--- src/rtl/digit_entry_ctrl.sv ---
// Two-digit decimal entry sequencer: results appear 1 cycle after the key edge; out_value is held until out_ready.
// Defining ENTRY_TIMEOUT_EN adds an inactivity abort of a half-typed entry after TIMEOUT_CYCLES idle cycles.
module digit_entry_ctrl #(
  parameter int MAX_VALUE      = 99,
  parameter int TIMEOUT_CYCLES = 250_000_000
) (
  input  logic       CLOCK_50,
  input  logic       reset,
  input  logic       key_valid,
  input  logic [3:0] key_code,
  output logic [6:0] entry_value,
  output logic [1:0] digit_count,
  output logic [6:0] out_value,
  output logic       out_valid,
  input  logic       out_ready,
  output logic       error,
  output logic       timeout
);

  typedef enum logic [1:0] {EMPTY, ONE, TWO, HOLD} state_t;

  localparam logic [6:0] MAX_V = 7'(MAX_VALUE);

  state_t     state_q, state_d;
  logic [6:0] acc_q, acc_d;
  logic [6:0] out_value_q, out_value_d;
  logic [1:0] cnt_q, cnt_d;
  logic       out_valid_q, out_valid_d;
  logic       error_q, error_d;

  logic is_digit, is_clear, is_enter, fits, expire;

  assign is_digit = key_valid && (key_code <= 4'd9);
  assign is_clear = key_valid && (key_code == 4'hA);
  assign is_enter = key_valid && (key_code == 4'hB);
  assign fits     = (acc_q <= MAX_V);

`ifdef ENTRY_TIMEOUT_EN
  localparam logic [27:0] TMO_LAST = 28'(TIMEOUT_CYCLES - 1);

  logic [27:0] idle_q, idle_d;
  logic        timeout_q;
  logic        entering;

  assign entering = (state_q == ONE) || (state_q == TWO);
  // A key in the expiry cycle takes priority over the abort.
  assign expire   = entering && !key_valid && (idle_q == TMO_LAST);

  always_comb begin
    idle_d = idle_q + 28'd1;
    if (key_valid || !entering || (state_d != state_q)) begin
      idle_d = '0;
    end
  end

  always_ff @(posedge CLOCK_50 or negedge reset) begin
    if (!reset) begin
      idle_q    <= '0;
      timeout_q <= 1'b0;
    end else begin
      idle_q    <= idle_d;
      timeout_q <= expire;
    end
  end

  assign timeout = timeout_q;
`else
  logic unused_timeout_cfg;

  assign unused_timeout_cfg = (TIMEOUT_CYCLES > 0);
  assign expire             = 1'b0;
  assign timeout            = 1'b0;
`endif

  always_comb begin
    state_d     = state_q;
    acc_d       = acc_q;
    out_value_d = out_value_q;
    out_valid_d = out_valid_q;
    error_d     = 1'b0;

    unique case (state_q)
      EMPTY: begin
        if (is_digit) begin
          acc_d   = {3'b000, key_code};
          state_d = ONE;
        end else if (is_enter) begin
          error_d = 1'b1;
        end else if (is_clear) begin
          acc_d = '0;
        end
      end
      ONE, TWO: begin
        if (is_digit) begin
          if (state_q == ONE) begin
            acc_d   = (acc_q << 3) + (acc_q << 1) + {3'b000, key_code};
            state_d = TWO;
          end else begin
            error_d = 1'b1;
          end
        end else if (is_enter) begin
          if (fits) begin
            out_value_d = acc_q;
            out_valid_d = 1'b1;
            state_d     = HOLD;
          end else begin
            error_d = 1'b1;
            acc_d   = '0;
            state_d = EMPTY;
          end
        end else if (is_clear || expire) begin
          acc_d   = '0;
          state_d = EMPTY;
        end
      end
      HOLD: begin
        if (out_ready) begin
          out_valid_d = 1'b0;
          acc_d       = '0;
          state_d     = EMPTY;
        end
      end
      default: state_d = EMPTY;
    endcase

    unique case (state_d)
      EMPTY:   cnt_d = 2'd0;
      ONE:     cnt_d = 2'd1;
      TWO:     cnt_d = 2'd2;
      default: cnt_d = cnt_q;
    endcase
  end

  always_ff @(posedge CLOCK_50 or negedge reset) begin
    if (!reset) begin
      state_q     <= EMPTY;
      acc_q       <= '0;
      out_value_q <= '0;
      cnt_q       <= '0;
      out_valid_q <= 1'b0;
      error_q     <= 1'b0;
    end else begin
      state_q     <= state_d;
      acc_q       <= acc_d;
      out_value_q <= out_value_d;
      cnt_q       <= cnt_d;
      out_valid_q <= out_valid_d;
      error_q     <= error_d;
    end
  end

  assign entry_value = acc_q;
  assign digit_count = cnt_q;
  assign out_value   = out_value_q;
  assign out_valid   = out_valid_q;
  assign error       = error_q;

endmodule

--- config.mk ---
export PLATFORM = sky130hd
export DESIGN_NAME = digit_entry_ctrl
export DESIGN_NICKNAME = d
export VERILOG_FILES = /design/src/rtl/digit_entry_ctrl.sv
export SDC_FILE = /design/constraint.sdc
export NUM_CORES = 1
export LEC_CHECK = 0
export ABC_AREA = 1
export BUFFER_PORTS_ARGS = -buffer_cell sky130_fd_sc_hd__buf_2
export CAP_MARGIN = 30
export CORE_MARGIN = 2
export CORE_UTILIZATION = 30
export DETAILED_ROUTE_END_ITERATION = 10
export PLACE_DENSITY = 0.53
export SLEW_MARGIN = 20
export SYNTH_ARGS = -nofsm -noshare
export SYNTH_HDL_FRONTEND = slang
export SYNTH_SLANG_ARGS = --single-unit
--- constraint.sdc ---
create_clock -name CLOCK_50 -period 4.6 [get_ports CLOCK_50]
set_clock_uncertainty 0.1 [all_clocks]
set_input_delay 0.92 -clock CLOCK_50 [delete_from_list [all_inputs] [get_ports CLOCK_50]]
set_output_delay 0.92 -clock CLOCK_50 [all_outputs]
set_load 0.01 [all_outputs]
==> out/metrics.yaml, run 1 <==
floorplanning:
  initial_core_util_pct: 31.13
  coreArea_sq_um: 4723
  ios: 27
  die_h_um: 74.01
  dieWidth_um: 74.01
  fp.dieArea_sq_um: 5477
  rows: 25
synthesis:
  ys_ff_latch: 20
  yosysTopAreaCellShare_pct: 34.04
  syn_nets: 212
  synth.most_common_cell: "nand2_1"
  synthCells: 189
  syn_area_sq_um: 1470
  synth.yosys.seq_area_share_pct: 34.04
  synthTopCellsByArea: "dfrtp_1, ha_1, nand2_1, inv_1, nand3_1"
  synth.avg_cell_area_sq_um: 7.779
  synth_top_area_cell: "dfrtp_1"
  yosysUniqueCellTypes: 29
  synthTopCellsByCount: "nand2_1, inv_1, dfrtp_1, nor2_1, nand3_1"
  synth_edf_count: 0
  yosys_most_used_dff: "dfrtp_1"
  async_reset_ff_share_pct: 100.0
  yosys_warnings: 0
finish:
  nNetsFinal: 238
  antenna-diode-count: 0
  syn2layout_area_growth_pct: 16.09
  drive_gt1_share_pct: 22.43
  fillerInstances: 510
worst_hold_path:
  hold_path_class: "reg -> reg"
global_route:
  grt_start_max_net_pins: 21
  overflow: 0
  grt_first_pass_wirelength_um: 5623
  antenna_found_initial: 0
  track_usage_pct: 13.47
  grt_pass1_vias: 1158
critical_path:
  worstPathMaxFanout: 3
  cp.arrival_ns: 2.70
  required_ns: 4.66
  crit_type: "in -> reg"
  start_kind: "primary input"
  worstSetupEndpointType: "flip-flop"
drt:
  firstDrtPassIters: 5
  drtIter0Drc: 63
  drtAntennaViolNets: 0
  wl_per_cell_um: 11.80
  vias_per_cell: 4.423
  drt_wl_total_um: 3315
  drc_errors: 0
  vias: 1243
clock_tree:
  ctsLongestPathBuffers: 2
  cts_tree: "done"
  cts_resized: 0
  cts.sinks: 20
  cts_buffers: 3
  cts_max_level: 1
  insertion_delay_ns: 0.26
  cts_setup_buffers: 0
  clkTransAtPathRegs_ns: 0.08
  holdBufCountCts: 0
  clk_root_buffer_cell: "clkbuf_8"
power_and_ir_drop:
  vdd_drop_max_mv: 0.1557
  combPwrFrac_pct: 57.3
  p_sw_mw: 0.5009
  p_clk_share_pct: 13.2
  cellPowerDensity_nw_per_um2: 613.9
  p_int_mw: 0.5469
  swShare_pct: 47.81
  power_frac_seq_pct: 29.5
  p_leak_nw: 0.9198
placed_design:
  portBuffers: 25
  finalWeightedCongestion: 0.8497
  dp_hpwl_um: 2511
  place_ws_ns: 1.659
sta:
  fin_crit_sh_pct: 57.38
  setup_viol: 0
  maxSlewViolCount: 0
  grt_setup_unrepaired: "false"
  hold_violations: 0
  setup_slack_ns: 1.960
  fin_setup_tns_ns: 0
  max_freq_ghz: 0.3789
  period_minus_slack_ns: 2.640
run_status:
  status: "complete, no violations"
run:
  max_cap_violations: 0
[critical path: stages]
cell,delay [ns]
buf_2,0.10
inv_2,0.06
fa_1,0.52
inv_1,0.06
fa_1,0.46
or2_2,0.28
a21oi_1,0.12
nor2_1,0.06
nand2_1,0.06
o21ai_1,0.05
[final timing paths]
check	slack [ns]	to	cells after the start	startpoint
max	1.96	entry_value[4]	10	key_code[3]
min	0.38	out_value[6]	2	out_value[6]
max reg2reg	2.23	entry_value[4]	9	entry_value[2]
min reg2reg	0.38	out_value[6]	2	out_value[6]
max in group asynchronous	3.58	entry_value[0]	1	reset
min in group asynchronous	0.50	out_value[5]	1	reset
[stage by stage]
step | total power [mW] | utilization, % | hold WS (ns) | area, sq um | instances
after floorplan | 0.7407 | - | 0.4121 | 1470 | 189
after global placement | 0.9159 | 34.97 | 0.3575 | 1652 | 277
after detailed placement | 0.9155 | 34.97 | 0.3602 | 1652 | 277
after CTS | 1.059 | 36.13 | 0.3807 | 1707 | 281
after global routing | 1.164 | 36.13 | 0.3940 | 1707 | 281
final | 1.048 | 36.13 | 0.3780 | 1707 | 281
[per-layer routing]
metal  track usage [%]  up-vias  routed length, um
met5                 0        -                  0
met3             2.304        4                199
met1             20.96      542               1759
li1                  -      656                  -
met4             3.636        0                 31
met2             19.05       41               1325
[power by group through the flow]
| stage | Sequential, mW | Combinational, mW | Clock, mW |
|---|---|---|---|
| 4_1_cts | 0.309 | 0.608 | 0.142 |
| 5_1_grt | 0.320 | 0.694 | 0.150 |
| 2_1_floorplan | 0.328 | 0.412 | 0 |
| 6_report | 0.309 | 0.601 | 0.139 |
| 3_3_place_gp | 0.312 | 0.604 | 0 |
| 3_5_place_dp | 0.312 | 0.603 | 0 |
[cell type report]
cell class              count  area (sq um)  share of cell area [%]
inverters                  27         108.9                   6.378
repair buffers             25         125.1                   7.331
multi-input cells         138         833.3                   48.83
clock buffers               4         55.05                   3.226
flip-flops and latches     20         500.5                   29.33
well taps                  67         83.83                   4.912
[placed cells by master (no fill, tap or decap), drive strengths merged, types with 2 or more instances in the layout]
cell and count:
a21oi 12, buf 25, clkbuf 4, dfrtp 20, fa 2, ha 13
inv 27, nand2 45, nand3 18, nor2 20, o21ai 21, o31ai 2
[registers in the layout (all words and copies together), names as in the netlist]
register     flops
digit_count      2
out_value        7
error            1
entry_value      7
state_q          2
out_valid        1
[kinds of logic (layout without fill, tap and decap cells)]
logic type | count (synthesis) | after routing | share of synthesized area, %
DFF | 20 | 20 | 34.04
AOI/OAI and AO/OA | 37 | 37 | 14.04
other | 1 | 1 | 0.2551
adders and majority gates | 15 | 15 | 13.79
and+or+nand+nor | 85 | 85 | 28.60
buffers and inverters | 31 | 56 | 9.277
Power figures use the tool's default switching activity.
==> run 2: changes to the inputs <==
Clock period 4.6 ns to 2.66 ns, I/O delays scaled along.
==> run 2 against run 1 <==
  * Cell count rose by 0.36%
  * Critical path depth fell by 1
  * Global-route usage fell by 0.12 points
  * Clock power rose by 50%
  * Critical endpoint unchanged
==> out/metrics.yaml, run 2 (synthesized netlist as in run 1, its figures left out) <==
run_status:
  status: "complete, no violations"
drt:
  drc_errors: 0  # unchanged
  drtIter0Drc: 55  # -13%
  drt_wl_total_um: 3444  # +3.9%
  firstDrtPassIters: 5  # unchanged
  vias: 1265  # +1.8%
  wl_per_cell_um: 12.21  # +3.5%
  vias_per_cell: 4.486  # +1.4%
  drtAntennaViolNets: 0  # unchanged
critical_path:
  start_kind: "flip-flop"
  worstPathMaxFanout: 4  # +1
  worstSetupEndpointType: "flip-flop"
  crit_path_max_incr_delay_ns: 0.51  # about the same
  crit_type: "reg -> reg"
  worstPathCellList: "inv_1, fa_1, inv_1, fa_1, or2_2, a21oi_1, nor2_1, nand2_1, o21ai_1"
  crit_slowest_cell: "fa_1"
  required_ns: 2.72  # -1.94 ns
  cp.arrival_ns: 2.38  # -0.32 ns
placed_design:
  place_ws_ns: 0.1181  # -1.541 ns
  portBuffers: 25  # unchanged
  dp_hpwl_um: 2600  # +3.5%
  finalWeightedCongestion: 0.8337  # -1.9%
sta:
  hold_violations: 0  # unchanged
  hold-worst-slack_ns: 0.1105  # -0.2674 ns
  setup_viol: 0  # unchanged
  fin_crit_sh_pct: 87.19
  max_freq_ghz: 0.4312
  setup_slack_ns: 0.3408  # -1.620 ns
  fin_setup_tns_ns: 0  # unchanged
  maxSlewViolCount: 0  # unchanged
  grt_setup_unrepaired: "false"
  period_minus_slack_ns: 2.319
global_route:
  antenna_found_initial: 0  # unchanged
  grt_pass1_vias: 1134  # -2.1%
  grt_start_max_net_pins: 21  # unchanged
  overflow: 0  # unchanged
  track_usage_pct: 13.34  # -0.12 points
  grt_first_pass_wirelength_um: 5623  # unchanged
clock_tree:
  cts_setup_buffers: 0  # unchanged
  cts_resized: 0  # unchanged
  clkTransAtPathRegs_ns: 0.08  # about the same
  cts_tree: "done"
  cts.sinks: 20  # unchanged
  insertion_delay_ns: 0.27  # about the same
  cts_buffers: 3  # unchanged
  holdBufCountCts: 0  # unchanged
  ctsLongestPathBuffers: 2  # unchanged
  clk_root_buffer_cell: "clkbuf_8"
  cts_max_level: 1  # unchanged
floorplanning:
  die_h_um: 74.01  # unchanged
  dieWidth_um: 74.01  # unchanged
  ios: 27  # unchanged
  coreArea_sq_um: 4723  # unchanged
  rows: 25  # unchanged
  initial_core_util_pct: 31.13  # unchanged
  fp.dieArea_sq_um: 5477  # unchanged
power_and_ir_drop:
  swShare_pct: 48.60  # +0.79 points
  vdd_drop_max_mv: 0.2039  # +31%
  power_frac_seq_pct: 29.0  # -0.5 points
  p_int_mw: 0.9262  # +69%
  combPwrFrac_pct: 59.4  # +2.1 points
  p_sw_mw: 0.8757  # +75%
  p_leak_nw: 0.9231  # +0.35%
  cellPowerDensity_nw_per_um2: 1055  # +72%
  p_clk_share_pct: 11.6  # -1.6 points
finish:
  nNetsFinal: 240  # +0.84%
  final_common_cell: "nand2_1"
  layout_common_cells: "nand2_1, buf_2, inv_1, dfrtp_1, nor2_1"
  drive_gt1_share_pct: 22.79  # +0.36 points
  syn2layout_area_growth_pct: 16.17  # about the same
  antenna-diode-count: 0  # unchanged
run:
  max_cap_violations: 0  # unchanged
worst_hold_path:
  hold_path_class: "in -> async"
==> run 2: cell count changes in the layout (fill, tap and decap cells not counted) <==
cell      before  now
buf_4          0    2
clkbuf_8       4    3
==> run 2: stage by stage <==
step           area [sq um]  total power, mW  util, %  cells
5_1_grt                1708            1.984    36.16    282
3_5_place_dp           1667            1.603    35.28    279
6_report               1708            1.802    36.16    282
2_1_floorplan          1470            1.281        -    189
3_3_place_gp           1667            1.598    35.28    279
4_1_cts                1708            1.817    36.16    282
==> run 2: critical path, delay by kind of cell, from the launching register on <==
family                   cells  cell delay (ns)
AO/OA/AOI/OAI                2             0.18
AND/OR/NAND/NOR              3             0.41
flip-flops                   1             0.39
buffers and inverters        2             0.18
adder cells (fa/ha/maj)      2             0.97
==> run 2: metal layers <==
layer,GRT usage (%),vias up,routed length [um]
met5,0,-,0
met4,3.030,0,35
met3,2.439,4,190
met2,19.54,28,1342
met1,20.32,569,1876
li1,-,664,-
==> run 2: area by class of cell <==
class | instances | area [sq um]
inverter | 27 | 108.9
timing repair buffer | 27 | 140.1
clock buffer | 3 | 41.29
sequential | 20 | 500.5
tap | 67 | 83.83
multi-input combinational | 138 | 833.3
fill | 513 | 3015
==> run 2: path summary, 6_finish.rpt <==
| kind | from | endpoint | slack (ns) | cells past startpoint |
|---|---|---|---|---|
| min | reset | out_value[5] | 0.11 | 1 |
| max in group asynchronous | reset | state_q[1] | 2.02 | 1 |
| min reg2reg | out_value[6] | out_value[6] | 0.38 | 2 |
| max reg2reg | entry_value[0] | entry_value[4] | 0.34 | 9 |
| max | entry_value[0] | entry_value[4] | 0.34 | 9 |
| min in group CLOCK_50 | out_value[6] | out_value[6] | 0.38 | 2 |
==> run 2: power by group through the flow <==
stage	combinational, mW	clock [mW]	sequential, mW
finish	1.07	0.209	0.522
global route	1.21	0.228	0.542
CTS	1.08	0.214	0.524
detailed placement	1.07	0	0.529
global placement	1.07	0	0.528
floorplan	0.713	0	0.568
==> run 3: changes to the inputs <==
Settings changed: CORE_ASPECT_RATIO from default to 0.6.
==> run 3 against run 2 <==
  * Sequential power increased by 1%
  * Critical path depth is the same
  * Fmax is 2.6% lower
  * Utilization up 1.1 points
  * Routed wire length increased by 3.6%
  * Critical endpoint unchanged
==> out/metrics.yaml, run 3 (synthesized netlist as in run 1, its figures left out) <==
power_and_ir_drop:
  vdd_drop_max_mv: 0.3195  # +57%
  p_leak_nw: 0.9320  # +0.96%
  power_mw: 1.905  # +5.7%
  cellPowerDensity_nw_per_um2: 1104  # +4.7%
run_status:
  status: "complete, no violations"
floorplanning:
  dieWidth_um: 94.38  # +28%
  die_h_um: 58.23  # -21%
  initial_core_util_pct: 31.71  # +0.59 points
  coreArea_sq_um: 4636  # -1.9%
  fp.dieArea_sq_um: 5495  # +0.33%
  rows: 19  # -24%
  ios: 27  # unchanged
clock_tree:
  cts_resized: 0  # unchanged
  cts_max_level: 1  # unchanged
  clk_root_buffer_cell: "clkbuf_8"
  cts_buffers: 3  # unchanged
  holdBufCountCts: 0  # unchanged
  insertion_delay_ns: 0.26  # about the same
  cts_tree: "done"
  clkTransAtPathRegs_ns: 0.08  # about the same
  cts.sinks: 20  # unchanged
  ctsLongestPathBuffers: 2  # unchanged
  cts_setup_buffers: 0  # unchanged
drt:
  firstDrtPassIters: 4  # -1
  drc_errors: 0  # unchanged
  drtIter0Drc: 68  # +24%
  vias_per_cell: 4.604  # +2.6%
  wl_per_cell_um: 12.83  # +5.1%
  drtAntennaViolNets: 0  # unchanged
  vias: 1280  # +1.2%
  drt_wl_total_um: 3568  # +3.6%
finish:
  nNetsFinal: 239  # -0.42%
  antenna-diode-count: 0  # unchanged
  final_common_cell: "nand2_1"
  syn2layout_area_growth_pct: 17.36
  drive_gt1_share_pct: 22.79  # unchanged
  layout_common_cells: "nand2_1, buf_2, inv_1, dfrtp_1, nor2_1"
  final_cells: 278  # -1.4%
  fillerInstances: 493  # -3.9%
global_route:
  antenna_found_initial: 0  # unchanged
  track_usage_pct: 14.04  # +0.70 points
  overflow: 0  # unchanged
  grt_start_max_net_pins: 21  # unchanged
  grt_pass1_vias: 1137  # +0.26%
  grt_first_pass_wirelength_um: 5878  # +4.5%
critical_path:
  worstSetupEndpointType: "flip-flop"
  reg2reg_from: "entry_value[0]"
  crit_path_max_incr_delay_ns: 0.52  # about the same
  start_kind: "flip-flop"
  worstPathMaxFanout: 4  # unchanged
  cp.arrival_ns: 2.43  # +0.05 ns
  worstPathCellList: "inv_1, fa_1, inv_1, fa_1, or2_2, a21oi_1, nor2_1, nand2_1, o21ai_1"
  setup.worst_path.start: "entry_value[0]"
  crit_slowest_cell: "fa_1"
  r2r_cells: 9  # unchanged
  required_ns: 2.71  # about the same
  crit_type: "reg -> reg"
sta:
  hold_violations: 0  # unchanged
  fin_setup_tns_ns: 0  # unchanged
  fin_crit_sh_pct: 89.53  # +2.3 points
  grt_setup_unrepaired: "false"
  max_freq_ghz: 0.4199  # -2.6%
  setup_slack_ns: 0.2786  # -0.06223 ns
  period_minus_slack_ns: 2.381  # +0.06223 ns
  hold-worst-slack_ns: 0.1122  # +0.001644 ns
  setup_viol: 0  # unchanged
  maxSlewViolCount: 0  # unchanged
worst_hold_path:
  hold_path_class: "in -> async"
placed_design:
  finalWeightedCongestion: 0.8166  # -2.1%
  placed_cells: 274  # -1.8%
  dp_hpwl_um: 2815  # +8.2%
  place_ws_ns: 0.1118  # -0.006271 ns
  portBuffers: 25  # unchanged
run:
  max_cap_violations: 0  # unchanged
## run 3: where the power goes
part / internal (mW) / switching (mW)
clock network: 0.201 / 0.109
registers: 0.426 / 0.102
logic: 0.394 / 0.675
total: 1.02 / 0.885
## run 3: stage by stage
stage                     util (%)  instance area, sq um
after detailed placement     35.68                  1654
after CTS                    37.22                  1725
final                        37.22                  1725
after global placement       35.68                  1654
after floorplan                  -                  1470
after global routing         37.22                  1725
## run 3: layout make-up
type	count	area, sq um	area share [%]
Multi-Input combinational cell	138	833.3	48.30
Sequential cell	20	500.5	29.01
Timing Repair Buffer	26	132.6	7.687
Inverter	27	108.9	6.309
Tap cell	63	78.83	4.569
Clock buffer	3	41.29	2.393
Clock inverter	1	30.03	1.740
## run 3: worst paths after layout
kind | to | slack, ns
max | entry_value[4] | 0.28
min | out_value[2] | 0.11
max reg2reg | entry_value[4] | 0.28
min reg2reg | out_value[1] | 0.39
max in group asynchronous | entry_value[4] | 2.02
min in group CLOCK_50 | out_value[1] | 0.39
## run 3: worst max-delay path, delay by kind of cell (launching register included)
| kind | cells | cell delay, ns |
|---|---|---|
| and+or+nand+nor | 3 | 0.41 |
| buffers and inverters | 2 | 0.21 |
| AOI/OAI and AO/OA | 2 | 0.17 |
| adders and majority gates | 2 | 0.98 |
| DFF | 1 | 0.41 |
## run 3: metal layers
layer	global-route usage, %	part of all wire (%)	wire, um	vias to the layer above
li1	-	-	-	666
met1	22.30	56	1981	582
met2	18.98	37	1332	30
met3	4.421	6.8	244	2
met4	1.242	0.28	10	0
met5	0	0	0	-
